==> src/rtl/button_debouncer_multi_pkg.sv <==
// Shared definitions for the multi-button debouncer.
//   - debounce_state_e : per-channel FSM state and its 2-bit encoding
//   - cnt_width/max_u  : counter width helpers (never return a zero width)
//   - DEF_*            : default timing constants for a 12 MHz clock
package debounce_pkg;

    typedef enum logic [1:0] {
        StIdle    = 2'd0,
        StPressed = 2'd1,
        StLong    = 2'd2,
        StRepeat  = 2'd3
    } debounce_state_e;

    localparam int unsigned DEF_NUM_BUTTONS   = 4;
    localparam int unsigned DEF_HOLD_CYCLES   = 65536;     // ~5.4 ms
    localparam int unsigned DEF_LONG_CYCLES   = 12000000;  // 1 s
    localparam int unsigned DEF_REPEAT_CYCLES = 2400000;   // 200 ms

    // Bits needed to hold the values 0 .. n-1.
    function automatic int unsigned cnt_width(input int unsigned n);
        if (n <= 2) begin
            return 1;
        end
        return $clog2(n);
    endfunction

    function automatic int unsigned max_u(input int unsigned a, input int unsigned b);
        return (a > b) ? a : b;
    endfunction

endpackage

==> src/rtl/button_debouncer_multi_if.sv <==
// Pin-side and event-side signals of the debouncer.
//   buttons_in      raw active-high pins
//   button_state    debounced level per button
//   button_pressed  1-cycle pulse on accepted 0->1
//   button_released 1-cycle pulse on accepted 1->0
//   button_long     1-cycle pulse after a long hold
//   button_repeat   1-cycle auto-repeat pulse
//   any_event       OR of all pulses, same cycle
// master: drives the pins (board / bench); slave: the debouncer.
interface button_debouncer_multi_if #(
    parameter int unsigned NUM_BUTTONS = 4
);
    logic [NUM_BUTTONS-1:0] buttons_in;
    logic [NUM_BUTTONS-1:0] button_state;
    logic [NUM_BUTTONS-1:0] button_pressed;
    logic [NUM_BUTTONS-1:0] button_released;
    logic [NUM_BUTTONS-1:0] button_long;
    logic [NUM_BUTTONS-1:0] button_repeat;
    logic                   any_event;

    modport master (
        output buttons_in,
        input  button_state,
        input  button_pressed,
        input  button_released,
        input  button_long,
        input  button_repeat,
        input  any_event
    );

    modport slave (
        input  buttons_in,
        output button_state,
        output button_pressed,
        output button_released,
        output button_long,
        output button_repeat,
        output any_event
    );
endinterface

==> src/rtl/button_debouncer_multi_channel.sv <==
// One debouncer channel: 2-flop synchroniser, stable counter, hold/repeat
// counter and press FSM. All outputs are registered.
//   clk, reset       clock, asynchronous active-high reset
//   button_in        raw pin
//   button_state     debounced level
//   button_pressed   / button_released / button_long / button_repeat pulses
//   event_next       OR of the pulse next-states, for the top-level any_event flop
// Optional feature: define DEBOUNCE_AUTO_REPEAT_EN to enable auto-repeat.
module debounce_channel
    import debounce_pkg::*;
#(
    parameter int unsigned HOLD_CYCLES   = DEF_HOLD_CYCLES,
    parameter int unsigned LONG_CYCLES   = DEF_LONG_CYCLES,
    parameter int unsigned REPEAT_CYCLES = DEF_REPEAT_CYCLES
) (
    input  logic clk,
    input  logic reset,
    input  logic button_in,
    output logic button_state,
    output logic button_pressed,
    output logic button_released,
    output logic button_long,
    output logic button_repeat,
    output logic event_next
);

    localparam int unsigned STABLE_W = cnt_width(HOLD_CYCLES);
    localparam int unsigned HOLD_W   = cnt_width(max_u(LONG_CYCLES, REPEAT_CYCLES));
    localparam logic [STABLE_W-1:0] STABLE_LAST = STABLE_W'(HOLD_CYCLES - 1);
    localparam logic [HOLD_W-1:0]   LONG_LAST   = HOLD_W'(LONG_CYCLES - 1);
`ifdef DEBOUNCE_AUTO_REPEAT_EN
    localparam logic [HOLD_W-1:0]   REPEAT_LAST = HOLD_W'(REPEAT_CYCLES - 1);
`endif

    logic [1:0]          sync_q;
    logic [STABLE_W-1:0] stable_q, stable_d;
    logic                level_q, level_d;
    debounce_state_e     fsm_q, fsm_d;
    logic [HOLD_W-1:0]   hold_q, hold_d;
    logic                pressed_q, pressed_d;
    logic                released_q, released_d;
    logic                long_q, long_d;
    logic                repeat_d;
    logic                accept;

    // sync_q[1] is the sample s; sync_q[0] is the value s takes on the next
    // edge, so comparing them clears the counter on the edge s changes.
    always_comb begin
        stable_d = stable_q;
        if (sync_q[0] != sync_q[1]) begin
            stable_d = '0;
        end else if (stable_q != STABLE_LAST) begin
            stable_d = stable_q + STABLE_W'(1);
        end
    end

    assign accept  = (stable_q == STABLE_LAST) && (sync_q[1] != level_q);
    assign level_d = accept ? sync_q[1] : level_q;

    always_comb begin
        fsm_d      = fsm_q;
        hold_d     = hold_q;
        pressed_d  = 1'b0;
        released_d = 1'b0;
        long_d     = 1'b0;
        repeat_d   = 1'b0;
        if (accept && !sync_q[1]) begin
            // Release takes priority over a long or repeat threshold.
            fsm_d      = StIdle;
            hold_d     = '0;
            released_d = 1'b1;
        end else begin
            case (fsm_q)
                StIdle: begin
                    if (accept) begin
                        fsm_d     = StPressed;
                        hold_d    = '0;
                        pressed_d = 1'b1;
                    end
                end
                StPressed: begin
                    if (hold_q == LONG_LAST) begin
                        fsm_d  = StLong;
                        hold_d = '0;
                        long_d = 1'b1;
                    end else begin
                        hold_d = hold_q + HOLD_W'(1);
                    end
                end
                StLong, StRepeat: begin
`ifdef DEBOUNCE_AUTO_REPEAT_EN
                    fsm_d = StRepeat;
                    if (hold_q == REPEAT_LAST) begin
                        hold_d   = '0;
                        repeat_d = 1'b1;
                    end else begin
                        hold_d = hold_q + HOLD_W'(1);
                    end
`else
                    fsm_d = StLong;  // parks here until release
`endif
                end
                default: fsm_d = StIdle;
            endcase
        end
    end

    assign event_next = pressed_d | released_d | long_d | repeat_d;

    always_ff @(posedge clk or posedge reset) begin
        if (reset) begin
            sync_q     <= '0;
            stable_q   <= '0;
            level_q    <= 1'b0;
            fsm_q      <= StIdle;
            hold_q     <= '0;
            pressed_q  <= 1'b0;
            released_q <= 1'b0;
            long_q     <= 1'b0;
        end else begin
            sync_q     <= {sync_q[0], button_in};
            stable_q   <= stable_d;
            level_q    <= level_d;
            fsm_q      <= fsm_d;
            hold_q     <= hold_d;
            pressed_q  <= pressed_d;
            released_q <= released_d;
            long_q     <= long_d;
        end
    end

`ifdef DEBOUNCE_AUTO_REPEAT_EN
    logic repeat_q;
    always_ff @(posedge clk or posedge reset) begin
        if (reset) begin
            repeat_q <= 1'b0;
        end else begin
            repeat_q <= repeat_d;
        end
    end
    assign button_repeat = repeat_q;
`else
    assign button_repeat = 1'b0;
`endif

    assign button_state    = level_q;
    assign button_pressed  = pressed_q;
    assign button_released = released_q;
    assign button_long     = long_q;

endmodule

==> src/rtl/button_debouncer_multi.sv <==
// Multi-button debouncer top: NUM_BUTTONS independent debounce_channel
// instances plus the registered any_event OR.
//   clk    system clock
//   reset  asynchronous, active-high reset
//   bus    button_debouncer_multi_if.slave (pins in, levels and pulses out)
// Optional feature: define DEBOUNCE_AUTO_REPEAT_EN to enable auto-repeat.
module button_debouncer_multi
    import debounce_pkg::*;
#(
    parameter int unsigned NUM_BUTTONS   = DEF_NUM_BUTTONS,
    parameter int unsigned HOLD_CYCLES   = DEF_HOLD_CYCLES,
    parameter int unsigned LONG_CYCLES   = DEF_LONG_CYCLES,
    parameter int unsigned REPEAT_CYCLES = DEF_REPEAT_CYCLES
) (
    input logic                      clk,
    input logic                      reset,
    button_debouncer_multi_if.slave  bus
);

    logic [NUM_BUTTONS-1:0] state_w;
    logic [NUM_BUTTONS-1:0] pressed_w;
    logic [NUM_BUTTONS-1:0] released_w;
    logic [NUM_BUTTONS-1:0] long_w;
    logic [NUM_BUTTONS-1:0] repeat_w;
    logic [NUM_BUTTONS-1:0] event_w;
    logic                   any_event_q;

    for (genvar i = 0; i < NUM_BUTTONS; i++) begin : g_chan
        debounce_channel #(
            .HOLD_CYCLES  (HOLD_CYCLES),
            .LONG_CYCLES  (LONG_CYCLES),
            .REPEAT_CYCLES(REPEAT_CYCLES)
        ) u_chan (
            .clk            (clk),
            .reset          (reset),
            .button_in      (bus.buttons_in[i]),
            .button_state   (state_w[i]),
            .button_pressed (pressed_w[i]),
            .button_released(released_w[i]),
            .button_long    (long_w[i]),
            .button_repeat  (repeat_w[i]),
            .event_next     (event_w[i])
        );
    end

    // Registered from the channels' pulse next-states so it lines up with them.
    always_ff @(posedge clk or posedge reset) begin
        if (reset) begin
            any_event_q <= 1'b0;
        end else begin
            any_event_q <= |event_w;
        end
    end

    assign bus.button_state    = state_w;
    assign bus.button_pressed  = pressed_w;
    assign bus.button_released = released_w;
    assign bus.button_long     = long_w;
    assign bus.button_repeat   = repeat_w;
    assign bus.any_event       = any_event_q;

endmodule

==> src/flat_wrapper.sv <==
// flat-port wrapper written by rule: the top's interface ports become plain ports
module button_debouncer_multi_flat import debounce_pkg::*;
#(
    parameter int unsigned NUM_BUTTONS   = DEF_NUM_BUTTONS,
    parameter int unsigned HOLD_CYCLES   = DEF_HOLD_CYCLES,
    parameter int unsigned LONG_CYCLES   = DEF_LONG_CYCLES,
    parameter int unsigned REPEAT_CYCLES = DEF_REPEAT_CYCLES
)
  (clk, reset, bus_buttons_in, bus_button_state, bus_button_pressed, bus_button_released, bus_button_long, bus_button_repeat, bus_any_event);
  button_debouncer_multi_if #(.NUM_BUTTONS(NUM_BUTTONS)) bus_i ();
  input logic clk;
  input logic reset;
  input wire logic [$bits(bus_i.buttons_in)-1:0] bus_buttons_in;
  output wire logic [$bits(bus_i.button_state)-1:0] bus_button_state;
  output wire logic [$bits(bus_i.button_pressed)-1:0] bus_button_pressed;
  output wire logic [$bits(bus_i.button_released)-1:0] bus_button_released;
  output wire logic [$bits(bus_i.button_long)-1:0] bus_button_long;
  output wire logic [$bits(bus_i.button_repeat)-1:0] bus_button_repeat;
  output wire logic [$bits(bus_i.any_event)-1:0] bus_any_event;
  assign bus_i.buttons_in = bus_buttons_in;
  assign bus_button_state = bus_i.button_state;
  assign bus_button_pressed = bus_i.button_pressed;
  assign bus_button_released = bus_i.button_released;
  assign bus_button_long = bus_i.button_long;
  assign bus_button_repeat = bus_i.button_repeat;
  assign bus_any_event = bus_i.any_event;
  button_debouncer_multi #(.NUM_BUTTONS(NUM_BUTTONS), .HOLD_CYCLES(HOLD_CYCLES), .LONG_CYCLES(LONG_CYCLES), .REPEAT_CYCLES(REPEAT_CYCLES)) u_core (.clk(clk), .reset(reset), .bus(bus_i));
endmodule
==> config.mk <==
export PLATFORM = sky130hd
export DESIGN_NAME = button_debouncer_multi_flat
export DESIGN_NICKNAME = d
export VERILOG_FILES = /design/src/rtl/button_debouncer_multi_pkg.sv /design/src/rtl/button_debouncer_multi_if.sv /design/src/rtl/button_debouncer_multi_channel.sv /design/src/rtl/button_debouncer_multi.sv /design/src/flat_wrapper.sv
export SDC_FILE = /design/constraint.sdc
export NUM_CORES = 1
export LEC_CHECK = 0
export CORE_MARGIN = 2
export CORE_UTILIZATION = 35
export CTS_CLUSTER_SIZE = 16
export DETAILED_ROUTE_END_ITERATION = 6
export PLACE_DENSITY = 0.55
export SLEW_MARGIN = 30
export SYNTH_ARGS = -nofsm -noshare
export SYNTH_HDL_FRONTEND = slang
export SYNTH_SLANG_ARGS = --single-unit
==> constraint.sdc <==
create_clock -name clk -period 20.3 [get_ports clk]
set_input_delay 4.06 -clock clk [delete_from_list [all_inputs] [get_ports clk]]
set_output_delay 4.06 -clock clk [all_outputs]
set_load 0.005 [all_outputs]
==> key figures, run 1 <==
Status
  • Status: completed

Floorplan
  • Chip Width: 173 um
  • Core Rows: 61
  • Core footprint: 27900 um2
  • Die Area: 29900 um2
  • Die Height: 173 um
  • Initial Utilization: 35.8%
  • IO Pins: 27

Place
  • IO buf count: 22
  • Routability cong.: 0.780
  • Dpl hpwl: 14000 um
  • DP Cell Count: 1417
  • Area post-placement: 10500 um2

Pwr
  • Power Total: 0.000758 W
  • Power Density: 68.4 nW/um2
  • IR drop worst, VDD: 0.0000521 V
  • Static leakage: 4.58 nW

Logic synthesis
  • Dominant cell type by area after synthesis: dfrtp_1
  • Unique masters post-synth: 70
  • Seq cells post-synth: 193
  • Post-Synthesis Cells: 1055
  • Syn Area/Cell: 9.47 um2
  • Top cells by area, synth: dfrtp_1 (48%), nor2_1 (5.6%), xor2_1 (4.6%), xnor2_1 (4.3%), nand2_1 (3.7%)
  • Syn. warnings: 0
  • Mapped Area: 9990 um2
  • Sequential cell area fraction in the yosys report: 48.4%
  • Async SR Flop Fraction: 100%
  • Number of synthesized flops with an enable pin: 0
  • Top FF cell, synth: dfrtp_1
  • Synth top area share: 48.4%

Global route
  • Vias in the first global route: 7327
  • Antenna violations before repair: 0
  • Largest net degree at the start of global routing: 82
  • Grt ovf: 0
  • Global-route wire length before repair: 36300 um
  • Gr usage total: 14.4%

Timing
  • Final Cycle Share: 27.5%
  • Fmax achieved: 0.179 GHz
  • Final Hold Fails: 0
  • Setup Viol. Count Final: 0
  • Worst slew pin tran: 949 ps
  • Setup Skew: 12.6 ps
  • Setup_tns: 0 ps
  • Crit path time final: 5580 ps
  • Slew Viols, Final: 0
  • RSZ-0062 raised after global routing: no
  • Max_slew headroom: 36.3%

Clock tree
  • TritonCTS clock tree: done
  • Total setup buffers inserted after CTS: 0
  • CTS root buf: clkbuf_16
  • H-tree depth: 4
  • Clock-pin slew on the worst setup and hold paths: 70 ps
  • # hold bufs at CTS: 0
  • CTS sink cnt: 193
  • Num CTS Buffers: 17
  • Resize count post-CTS: 0
  • Clock latency on the worst-skew pair: 430 ps
  • Clock buffer depth: 2

Routing
  • Post-DRT Antenna Nets: 0
  • Final WL: 20800 um
  • Drt initial violations: 419
  • WL/cell: 14.4 um
  • DR DRC count: 0
  • DR vias: 7522
  • DR vias/cell: 5.19
  • First-pass DRT Iterations: 4

Setup path
  • Endpoint class of the critical path: async pin
  • Crit path launch type: input port
  • Crit Path Class: input port to async pin
  • Critical path fanouts, max: 81
  • WP data required: 20780 ps
  • Critical path arrival: 6060 ps

Final layout
  • Nets: 1072
  • Area Overhead vs Synth: 11.0%
  • Fraction of layout cells with a size suffix above 1: 6.91%
  • Footprint of the multi-input gates: 4830 um2
  • Post-route insts no fill: 1449
  • Most frequent cells in the layout: dfrtp_1 (193), nor2_1 (147), nand2_1 (98)
  • Post-route cell area: 11100 um2
  • Register area: 4830 um2
  • Fill cells: 2840
  • Commonest non-fill, non-tap cell in the layout: dfrtp_1
  • Antenna cells: 0

Job
  • Maxcap violations: 0

Min path
  • Worst Hold Class: flop to flop
-- per-stage QoR --
step	setup WS [ps]	hold WS (ps)	utilization, %
finish	14720	395	39.7
global route	14390	413	39.7
CTS	14580	396	39.7
detailed placement	14120	379	37.6
global placement	14130	377	37.5
floorplan	10980	372	-
-- worst max-delay path: stages --
cell and delay, ps:
clkdlybuf4s50_1 490, inv_8 450, buf_16 330, buf_4 660
-- flip-flops by register name (all words and copies together), names as in the netlist --
signal,cells
u_core.bus.any_event,1
u_core.g_chan.u_chan.button_long,4
u_core.g_chan.u_chan.button_pressed,4
u_core.g_chan.u_chan.button_released,4
u_core.g_chan.u_chan.button_state,4
u_core.g_chan.u_chan.fsm_q,8
u_core.g_chan.u_chan.hold_q,96
u_core.g_chan.u_chan.stable_q,64
u_core.g_chan.u_chan.sync_q,8
-- report_power, final --
part           leakage, nW  total [W]  switching (W)  internal, W
registers             2.67   0.000393     0.00000450     0.000389
clock network        0.283   0.000340       0.000150     0.000190
logic                 1.63  0.0000246      0.0000169   0.00000775
-- cell usage after synthesis (15+ instances only) --
cell type  number
nand3_1        68
nor3_1         33
o21ai_0        37
nor2_1        148
nand4_1        43
and3_1         19
nor4_1         15
a31oi_1        18
xor2_1         52
or3_1          17
a21oi_1        41
dfrtp_1       193
inv_1          15
buf_4          20
nand2_1        98
clkbuf_1       21
xnor2_1        49
-- area by class of cell --
class | instances | area share (%)
clock buffer | 22 | 4.19
timing repair buffer | 30 | 2.71
clock inverter | 10 | 1.14
tap | 378 | 4.27
inverter | 15 | 0.575
multi-input combinational | 801 | 43.6
sequential | 193 | 43.6
-- cell families (layout without fill, tap and decap cells) --
family | Yosys count | after routing | synth area share, %
xor+xnor | 101 | 101 | 8.86
mux | 5 | 5 | 0.539
other cells | 1 | 4 | 0.0375
flops | 193 | 193 | 48.4
simple gates | 534 | 534 | 28.1
buf+inv | 64 | 77 | 3.44
compound gates | 149 | 149 | 9.62
fa+ha+maj | 8 | 8 | 1.00
-- final timing paths --
check | cells past startpoint | start | slack (ps) | endpoint
worst max-delay path | 4 | reset | 14720 | u_core.g_chan[1].u_chan.stable_q[12]
worst min-delay path | 0 | u_core.g_chan[0].u_chan.sync_q[0] | 390 | u_core.g_chan[0].u_chan.sync_q[1]
worst max register to register | 7 | u_core.g_chan[2].u_chan.stable_q[0] | 17540 | u_core.g_chan[2].u_chan.hold_q[23]
worst min register to register | 0 | u_core.g_chan[0].u_chan.sync_q[0] | 390 | u_core.g_chan[0].u_chan.sync_q[1]
max in group clk | 1 | u_core.g_chan[0].u_chan.button_state | 14850 | bus_button_state[0]
min in group asynchronous | 2 | reset | 4100 | u_core.g_chan[3].u_chan.button_pressed
-- metal layers --
layer	GRT usage, %	vias up	part of all wire (%)
li1	-	3729	-
met4	3.74	0	1.0
met2	23.4	81	46
met1	19.9	3699	51
met5	0	-	0
met3	2.46	13	2.3
Note: power is estimated with default switching activity, not from simulation.
==> run 2: changes to the inputs <==
--- a/config.mk
+++ b/config.mk
@@ -9,7 +9,7 @@
 export CORE_UTILIZATION = 35
 export CTS_CLUSTER_SIZE = 16
 export DETAILED_ROUTE_END_ITERATION = 6
-export PLACE_DENSITY = 0.55
+export PLACE_DENSITY = 0.57
 export SLEW_MARGIN = 30
 export SYNTH_ARGS = -nofsm -noshare
 export SYNTH_HDL_FRONTEND = slang
==> constraint.sdc (replaced) <==
create_clock -name clk -period 4.9 [get_ports clk]
set_input_delay 0.98 -clock clk [delete_from_list [all_inputs] [get_ports clk]]
set_output_delay 0.98 -clock clk [all_outputs]
set_load 0.005 [all_outputs]
==> run 2 against run 1 <==
  * Sequential share of layout area barely moved
  * Clock power grew to 4.0 times the previous value
  * Non-clock buffer count fell by 2
  * Final cell count fell by 0.21%
  * Routed wire length decreased by 0.97%
  * Critical path depth grew 3
  * Via count up 0.20%
  * Sequential power rose to 4.1 times the previous value
  * Count of clock-buffer cells in the layout down 1
  * Utilization about the same
==> key figures, run 2 (synthesized netlist as in run 1, its figures left out) <==
Clock tree
  • Resize count post-CTS: 0 (unchanged)
  • Clock-pin slew on the worst setup and hold paths: 70 ps (about the same)
  • CTS sink cnt: 193 (unchanged)
  • Clock latency on the worst-skew pair: 440 ps (about the same)
  • H-tree depth: 4 (unchanged)
  • # hold bufs at CTS: 0 (unchanged)
  • CTS root buf: clkbuf_16
  • Total setup buffers inserted after CTS: 0 (unchanged)
  • Clock buffer depth: 2 (unchanged)
  • TritonCTS clock tree: done
  • Num CTS Buffers: 17 (unchanged)

Setup path
  • Buf/Inv on CP: 0 (-4)
  • Slowest cell on the critical path: or4_1
  • Critical path arrival: 3160 ps (-2900 ps)
  • Endpoint class of the critical path: flop
  • Critical path fanouts, max: 11 (-86%)
  • CP delay by family, top: simple AND/OR/NAND/NOR gates
  • Crit Path Class: flop to flop
  • WP data required: 5280 ps (-15500 ps)
  • CP cell instances: ha_1 > nand3_1 > nor4_4 > o21ai_1 > and2_1 > or4_1 > nand2_1
  • Max incr delay on CP: 520 ps (-140 ps)
  • Crit path launch type: flop

Routing
  • WL/cell: 14.3 um (-0.76%)
  • First-pass DRT Iterations: 4 (unchanged)
  • DR vias: 7537 (+0.20%)
  • DR vias/cell: 5.21 (+0.41%)
  • Post-DRT Antenna Nets: 0 (unchanged)
  • DR DRC count: 0 (unchanged)
  • Drt initial violations: 463 (+11%)
  • Final WL: 20600 um (-0.97%)

Floorplan
  • Core Rows: 61 (unchanged)
  • Die Height: 173 um (unchanged)
  • Core footprint: 27900 um2 (unchanged)
  • IO Pins: 27 (unchanged)
  • Chip Width: 173 um (unchanged)
  • Die Area: 29900 um2 (unchanged)
  • Initial Utilization: 35.8% (unchanged)

Place
  • Pre-CTS WS: 2130 ps (-12000 ps)
  • Dpl hpwl: 13900 um (-0.93%)
  • IO buf count: 22 (unchanged)
  • Routability cong.: 0.812 (+4.0%)

Timing
  • Final Hold Fails: 0 (unchanged)
  • Crit path time final: 2780 ps
  • Fmax achieved: 0.360 GHz
  • Setup WS post-layout: 2120 ps (-12600 ps)
  • Max_slew headroom: 33.4% (-2.9 points)
  • RSZ-0062 raised after global routing: no
  • Final Cycle Share: 56.7%
  • Worst slew pin tran: 991 ps (+42.7 ps)
  • Setup Skew: 14.8 ps (+2.18 ps)
  • Setup_tns: 0 ps (unchanged)
  • Slew Viols, Final: 0 (unchanged)
  • Setup Viol. Count Final: 0 (unchanged)

Global route
  • Global-route wire length before repair: 35900 um (-1.1%)
  • Largest net degree at the start of global routing: 69 (-16%)
  • Vias in the first global route: 7263 (-0.87%)
  • Antenna violations before repair: 0 (unchanged)
  • Grt ovf: 0 (unchanged)
  • Gr usage total: 14.3% (-0.11 points)

Pwr
  • Clock power frac: 44.1% (-0.8 points)
  • Comb power frac: 3.3% (about the same)
  • Internal cell power: 0.00238 W (+300%)
  • Net switching power: 0.000724 W (+320%)
  • Sw Share: 23.4% (+0.74 points)
  • Part of the power in registers: 52.6% (+0.7 points)
  • Static leakage: 4.56 nW (-0.57%)
  • IR drop worst, VDD: 0.000240 V (+360%)
  • Power Density: 280 nW/um2 (+310%)

Final layout
  • Max FFs per register: 96 (unchanged)
  • Antenna cells: 0 (unchanged)
  • Biggest register: u_core.g_chan.u_chan.hold_q
  • Area Overhead vs Synth: 10.9%
  • Fraction of layout cells with a size suffix above 1: 6.93% (+0.019 points)
  • Commonest non-fill, non-tap cell in the layout: dfrtp_1
  • Most frequent cells in the layout: dfrtp_1 (193), nor2_1 (146), nand2_1 (98)
  • Nets: 1070 (-0.19%)
  • Biggest regs: u_core.g_chan.u_chan.hold_q x96, u_core.g_chan.u_chan.stable_q x64
  • Register area: 4830 um2 (unchanged)
  • Footprint of the multi-input gates: 4850 um2 (+0.31%)
  • Fill cells: 2781 (-2.1%)

Status
  • Status: completed

Min path
  • Worst Hold Class: flop to flop

Job
  • Maxcap violations: 0 (unchanged)
[run 2: path summary, 6_finish.rpt]
check,start,end,slack [ps],cells after the start
hold / removal,u_core.g_chan[1].u_chan.sync_q[0],u_core.g_chan[1].u_chan.sync_q[1],400,0
setup / recovery,u_core.g_chan[2].u_chan.stable_q[0],u_core.g_chan[2].u_chan.hold_q[23],2120,7
max in group asynchronous,reset,u_core.g_chan[2].u_chan.hold_q[8],3100,4
setup reg to reg,u_core.g_chan[2].u_chan.stable_q[0],u_core.g_chan[2].u_chan.hold_q[23],2120,7
hold reg to reg,u_core.g_chan[1].u_chan.sync_q[0],u_core.g_chan[1].u_chan.sync_q[1],400,0
min in group asynchronous,reset,u_core.g_chan[3].u_chan.sync_q[1],890,2
[run 2: power by group through the flow]
stage	clock, W	combinational (W)	sequential [W]
2_1_floorplan	0	0.0000752	0.00166
3_3_place_gp	0	0.000104	0.00166
3_5_place_dp	0	0.000107	0.00166
4_1_cts	0.00140	0.000107	0.00163
5_1_grt	0.00147	0.000121	0.00163
6_report	0.00137	0.000103	0.00163
[run 2: final cells by class]
type	instances	area share, %
Tap cell	378	4.27
Clock inverter	10	0.949
Multi-Input combinational cell	801	43.7
Timing Repair Buffer	28	2.73
Sequential cell	193	43.6
Inverter	15	0.542
Clock buffer	21	4.16
[run 2: layer usage]
| layer | up-vias | global-route usage (%) | wire length [um] |
|---|---|---|---|
| li1 | 3724 | - | - |
| met1 | 3690 | 19.4 | 10200 |
| met2 | 100 | 22.8 | 9490 |
| met3 | 23 | 2.77 | 548 |
| met4 | 0 | 4.84 | 347 |
| met5 | - | 0 | 0 |
[run 2: stage by stage]
step / power (W) / hold slack [ps] / std cells / utilization [%] / cell area (um2)
global placement: 0.00176 / 378 / 1414 / 37.5 / 10500
global route: 0.00322 / 425 / 1446 / 39.7 / 11100
detailed placement: 0.00177 / 383 / 1415 / 37.6 / 10500
floorplan: 0.00173 / 372 / 1058 / - / 10000
CTS: 0.00314 / 399 / 1446 / 39.6 / 11100
finish: 0.00310 / 395 / 1446 / 39.7 / 11100
